$ cat src/rtl/fetch_issue_ctrl.sv
// Fetch/issue sequencer: owns the PC, fetches words over req/ack and holds each until execute accepts it.
// Optional retire/stall counters are compiled in when FETCH_PERF_CNT_EN is defined.
module fetch_issue_ctrl #(
  parameter int                  PC_WIDTH = 16,
  parameter logic [PC_WIDTH-1:0] RESET_PC = {PC_WIDTH{1'b0}}
) (
  input  logic                clk,
  input  logic                reset,
  output logic                imem_req,
  output logic [PC_WIDTH-1:0] imem_addr,
  input  logic                imem_ack,
  input  logic [31:0]         imem_data,
  output logic [31:0]         inst,
  output logic                inst_valid,
  input  logic                exec_ready,
  input  logic                dec_is_branch,
  input  logic                dec_halted,
  input  logic                pred_taken,
  input  logic [31:0]         branch_target,
  output logic [PC_WIDTH-1:0] pc,
  output logic                halt
`ifdef FETCH_PERF_CNT_EN
  ,
  output logic [31:0]         retired_cnt,
  output logic [31:0]         stall_cnt
`endif
);

  typedef enum logic [1:0] {
    IDLE   = 2'd0,
    FETCH  = 2'd1,
    ISSUE  = 2'd2,
    HALTED = 2'd3
  } state_e;

  state_e              state_q, state_d;
  logic [PC_WIDTH-1:0] pc_q, pc_d;
  logic [31:0]         inst_q, inst_d;
  logic                inst_valid_q, inst_valid_d;
  logic                imem_req_q, imem_req_d;
  logic                halt_q, halt_d;
  logic                accept;
  logic                take_branch;

  assign accept      = (state_q == ISSUE) & inst_valid_q & exec_ready;
  assign take_branch = dec_is_branch & pred_taken;

  // State register and all registered outputs.
  always_ff @(posedge clk) begin
    if (reset) begin
      state_q      <= IDLE;
      pc_q         <= RESET_PC;
      inst_q       <= 32'h0000_0000;
      inst_valid_q <= 1'b0;
      imem_req_q   <= 1'b0;
      halt_q       <= 1'b0;
    end else begin
      state_q      <= state_d;
      pc_q         <= pc_d;
      inst_q       <= inst_d;
      inst_valid_q <= inst_valid_d;
      imem_req_q   <= imem_req_d;
      halt_q       <= halt_d;
    end
  end

  // Next-state logic; next-cycle outputs are computed here so they leave the block registered.
  always_comb begin
    state_d      = state_q;
    pc_d         = pc_q;
    inst_d       = inst_q;
    inst_valid_d = inst_valid_q;
    imem_req_d   = imem_req_q;
    halt_d       = halt_q;
    case (state_q)
      IDLE: begin
        state_d    = FETCH;
        imem_req_d = 1'b1;
      end
      FETCH: begin
        if (imem_ack) begin
          inst_d       = imem_data;
          inst_valid_d = 1'b1;
          imem_req_d   = 1'b0;
          state_d      = ISSUE;
        end else begin
          imem_req_d = 1'b1;
        end
      end
      ISSUE: begin
        if (accept) begin
          inst_valid_d = 1'b0;
          // HALT wins over any branch decode on the same word; the PC stays on the HALT.
          if (dec_halted) begin
            halt_d  = 1'b1;
            state_d = HALTED;
          end else if (take_branch) begin
            pc_d       = branch_target[PC_WIDTH-1:0];
            imem_req_d = 1'b1;
            state_d    = FETCH;
          end else begin
            pc_d       = pc_q + {{(PC_WIDTH-1){1'b0}}, 1'b1};
            imem_req_d = 1'b1;
            state_d    = FETCH;
          end
        end else begin
          inst_valid_d = 1'b1;
        end
      end
      HALTED: begin
        imem_req_d   = 1'b0;
        inst_valid_d = 1'b0;
        halt_d       = 1'b1;
      end
      default: begin
        state_d      = IDLE;
        imem_req_d   = 1'b0;
        inst_valid_d = 1'b0;
        halt_d       = 1'b0;
      end
    endcase
  end

  assign imem_req   = imem_req_q;
  assign imem_addr  = pc_q;
  assign inst       = inst_q;
  assign inst_valid = inst_valid_q;
  assign pc         = pc_q;
  assign halt       = halt_q;

`ifdef FETCH_PERF_CNT_EN
  logic [31:0] retired_q, retired_d;
  logic [31:0] stall_q, stall_d;
  logic        stall_cycle;

  assign stall_cycle = ((state_q == FETCH) & ~imem_ack) | ((state_q == ISSUE) & ~exec_ready);

  // Counter next values; HALTED never accepts or stalls, so both freeze there.
  always_comb begin
    retired_d = retired_q;
    stall_d   = stall_q;
    if (accept) begin
      retired_d = retired_q + 32'd1;
    end else begin
      retired_d = retired_q;
    end
    if (stall_cycle) begin
      stall_d = stall_q + 32'd1;
    end else begin
      stall_d = stall_q;
    end
  end

  // Counter registers.
  always_ff @(posedge clk) begin
    if (reset) begin
      retired_q <= 32'd0;
      stall_q   <= 32'd0;
    end else begin
      retired_q <= retired_d;
      stall_q   <= stall_d;
    end
  end

  assign retired_cnt = retired_q;
  assign stall_cnt   = stall_q;
`endif

  fetch_issue_ctrl_chk #(
    .PC_WIDTH (PC_WIDTH)
  ) u_chk (
    .clk        (clk),
    .reset      (reset),
    .imem_req   (imem_req_q),
    .imem_addr  (pc_q),
    .imem_ack   (imem_ack),
    .inst       (inst_q),
    .inst_valid (inst_valid_q),
    .exec_ready (exec_ready),
    .pc         (pc_q),
    .halt       (halt_q)
  );

endmodule

// Protocol properties for the fetch/issue handshakes; no logic, observation only.
module fetch_issue_ctrl_chk #(
  parameter int PC_WIDTH = 16
) (
  input logic                clk,
  input logic                reset,
  input logic                imem_req,
  input logic [PC_WIDTH-1:0] imem_addr,
  input logic                imem_ack,
  input logic [31:0]         inst,
  input logic                inst_valid,
  input logic                exec_ready,
  input logic [PC_WIDTH-1:0] pc,
  input logic                halt
);

  a_req_hold: assert property (@(posedge clk)
    (!reset && imem_req && !imem_ack) |=> (imem_req && $stable(imem_addr)));

  a_inst_hold: assert property (@(posedge clk)
    (!reset && inst_valid && !exec_ready) |=> (inst_valid && $stable(inst) && $stable(pc)));

  a_halt_quiet: assert property (@(posedge clk)
    (!reset && halt) |=> (halt && !imem_req && !inst_valid));

  a_req_xor_valid: assert property (@(posedge clk)
    !(imem_req && inst_valid));

endmodule

$ cat config.mk
export PLATFORM = sky130hd
export DESIGN_NAME = fetch_issue_ctrl
export DESIGN_NICKNAME = d
export VERILOG_FILES = /design/src/rtl/fetch_issue_ctrl.sv
export SDC_FILE = /design/constraint.sdc
export NUM_CORES = 1
export LEC_CHECK = 0
export ABC_CLOCK_PERIOD_IN_PS = 2180
export CAP_MARGIN = 20
export CORE_MARGIN = 2
export CORE_UTILIZATION = 41
export CTS_BUF_LIST = sky130_fd_sc_hd__clkbuf_8
export CTS_CLUSTER_SIZE = 14
export DETAILED_ROUTE_END_ITERATION = 7
export PLACE_DENSITY = 0.86
export SLEW_MARGIN = 0
export SYNTH_ARGS = -nofsm -noshare
export SYNTH_HDL_FRONTEND = slang
export SYNTH_SLANG_ARGS = --single-unit
$ cat constraint.sdc
create_clock -name clk -period 2.18 [get_ports clk]
set_input_delay 0.327 -clock clk [delete_from_list [all_inputs] [get_ports clk]]
set_output_delay 0.327 -clock clk [all_outputs]
set_load 0.05 [all_outputs]
==> impl_results.md <==
* Post-DP Area at 3790 µm²
* Nets at 514
* Synth Cell Area at 2610 µm²
* Seq/Total Area, Yosys at 40.7%
* GR Util All Layers at 20.5%
* Status: finished clean
* Storage cell area at 1060 µm²
* EDFF count, synth at 0
* Worst path top cell family by delay: buffers and inverters
* Initial DRC Count at 89
* Fill count at 544
* CTS buffer count at 5
* Post-Synthesis Net Count at 411
* Yosys reg bits at 53
* Die width at 83.7 µm
* FP Rows at 29
* Post-synthesis async set-or-reset flop share at 0%
* Worst Setup End Kind: output pin
* Pre-CTS WS at 0.0279 ns
* Setup bufs post-CTS at 0
* CP startpoint kind: flip-flop
* Yosys top cell area share at 40.7%
* Die height at 83.7 µm
* Final setup fails at 0
* DRC violations left at 0
* Leakage power at 1.41 nW
* Vias per cell at 5.26
* Skew-Pair Late Insertion Delay at 0.30 ns
* Fin. Hold Viols at 0
* Hold_ws at 0.394 ns
* Pin count of the biggest net entering global routing at 40
* CP Max Fanout at 8
* Yosys cell types at 45
* First-pass GRT wire length at 12,000 µm
* Slowest cell delay on critical path at 0.88 ns
* Min-Delay Path Class: in -> reg
* Antenna violations before repair at 1
* Max-cap violations at 0
* Prevailing post-synth register cell: dfxtp_1
* WL/cell at 13.9 µm
* Fin. max-slew vios at 0
* RSZ-0062 raised after global routing: false
* Routability cong. at 0.828
* Layout cells sized above 1 at 6.86%
* Post-Synthesis Cells at 333
* Synth Warn # at 0
* TritonCTS Sinks at 53
* Max Fclk at 496 MHz
* Required time of the critical path at 1.85 ns
* Worst clock skew at 0.0119 ns
* I/O pin cnt at 138
* Total gr overflow at 0
* Total length of routed wires at 7140 µm
* WP data arrival at 1.69 ns
* Vias in the first global route at 2,704
* Worst setup margin at 0.165 ns
* Post-Syn Area per Cell at 7.83 µm²
* Worst-path clk slew at 0.10 ns
* Htree depth at 2
* CTS Hold Bufs at 0
* Cell taking the most area after synthesis: dfxtp_1
* Slowest-stage cell, CP: clkdlybuf4s50_1
* CP bufs+invs at 1
* Post-DP HPWL at 5330 µm
* Vias post-DR at 2,707
* Fin util at 62.7%
* Design Area, Final at 3910 µm²
* Kind of critical path: reg -> out
* Synth-to-Final Area Change at 50.0%
* Minimum clock period at 2.01 ns
* Multi-input combinational cell area at 1310 µm²
* Maximum VDD drop at 0.387 mV
* Die area at 7010 µm²
* PD cells at 642 nW/µm²
* Worst slew pin tran at 0.531 ns
* Pre-Repair DR Iteration Count at 4
* Dominant cells by area after synthesis: dfxtp_1 41%, nand2_1 12%, a21oi_1 9.2%
* Clk buf depth at 2
* Antenna-violating nets left at 0
* CTS tree: yes
* Post-Route Setup TNS at 0 ns
* Final Cycle Share at 92.4%
* Clock root buffer: clkbuf_8
* Port bufs at 121
* Worst-path cell chain: clkdlybuf4s50_1
* Rel. slew slack at 64.5%
* Core area at 6240 µm²
* Initial Util at 41.8%
[state kept, by name, summed over array words and instances, names as in the netlist]
name        flops
imem_req        1
inst           32
state_q         2
imem_addr      16
halt            1
inst_valid      1
[layout make-up]
type	count	share of cell area, %
inverters	7	0.672
repair buffers	131	33.1
multi-input cells	238	33.5
diodes	1	0.0640
clock buffers	5	1.76
well taps	77	2.46
clock inverters	3	1.28
flip-flops and latches	53	27.1
[routing by layer]
| layer | vias up | part of all wire (%) | GRT usage [%] |
|---|---|---|---|
| li1 | 1346 | - | - |
| met1 | 1254 | 38 | 22.7 |
| met2 | 103 | 50 | 35.6 |
| met3 | 4 | 11 | 8.90 |
| met4 | 0 | 0.71 | 6.16 |
| met5 | - | 0 | 0 |
[Yosys cell counts (2+ instances only)]
library cell	instances
a22oi_1	2
nor3_1	2
nand4_1	7
clkbuf_1	11
o22ai_1	2
nand2_1	83
o31ai_1	2
a211oi_1	5
buf_4	18
and3_1	4
or3_1	3
buf_1	3
a311oi_1	3
nand3_1	12
and2_1	3
mux2i_1	4
ha_1	7
nand2b_1	3
a21oi_1	48
dfxtp_1	53
inv_1	7
a31oi_1	3
o21ai_0	11
nor2_1	12
nor2b_1	2
buf_2	2
nor4_1	3
[layout by cell type, fill, tap and decap left out, types with 2 or more instances in the layout]
master           instances
dfxtp_1                 53
nor3_1                   2
clkdlybuf4s50_1        120
a31oi_1                  3
nand2b_1                 3
ha_1                     7
a22oi_1                  2
clkbuf_8                 5
a211oi_1                 5
or3_1                    3
mux2i_1                  4
o31ai_1                  2
o22ai_1                  2
nand2_1                 83
nor2_1                  12
nor2b_1                  2
a21oi_1                 48
a311oi_1                 3
nor4_1                   3
buf_4                    9
o21ai_0                 11
and3_1                   4
nand3_1                 12
nand4_1                  7
inv_1                    7
and2_1                   3
[worst paths after layout]
path,end,slack (ns),cells after the start,from
worst max-delay path,pc[9],0.17,1,imem_addr[9]
worst min-delay path,imem_addr[2],0.39,2,reset
worst max register to register,imem_addr[12],0.23,6,state_q[0]
worst min register to register,inst[15],0.46,2,inst[15]
[metrics by stage]
step / instances / total power (W)
floorplan: 333 / 0.00154
global placement: 506 / 0.00182
finish: 515 / 0.00251
detailed placement: 506 / 0.00184
CTS: 514 / 0.00254
global route: 514 / 0.00264
[kinds of logic after synthesis]
| logic type | share of synthesized area [%] |
|---|---|
| and+or+nand+nor | 26.4 |
| AOI/OAI and AO/OA | 18.6 |
| DFF | 40.7 |
| buffers and inverters | 9.03 |
| adders and majority gates | 3.36 |
| muxes | 1.97 |
[where the power goes]
| part | switching (W) | internal [W] | total (W) |
|---|---|---|---|
| Sequential | 0.0000496 | 0.00104 | 0.00109 |
| Combinational | 0.000443 | 0.000287 | 0.000730 |
| Clock | 0.000341 | 0.000352 | 0.000694 |
[repair_timing]
action	CTS	global route
resized for setup	0	1
endpoints found under the hold margin	0	0
endpoints found under the setup margin	0	2
(Power assumes the default switching activity.)
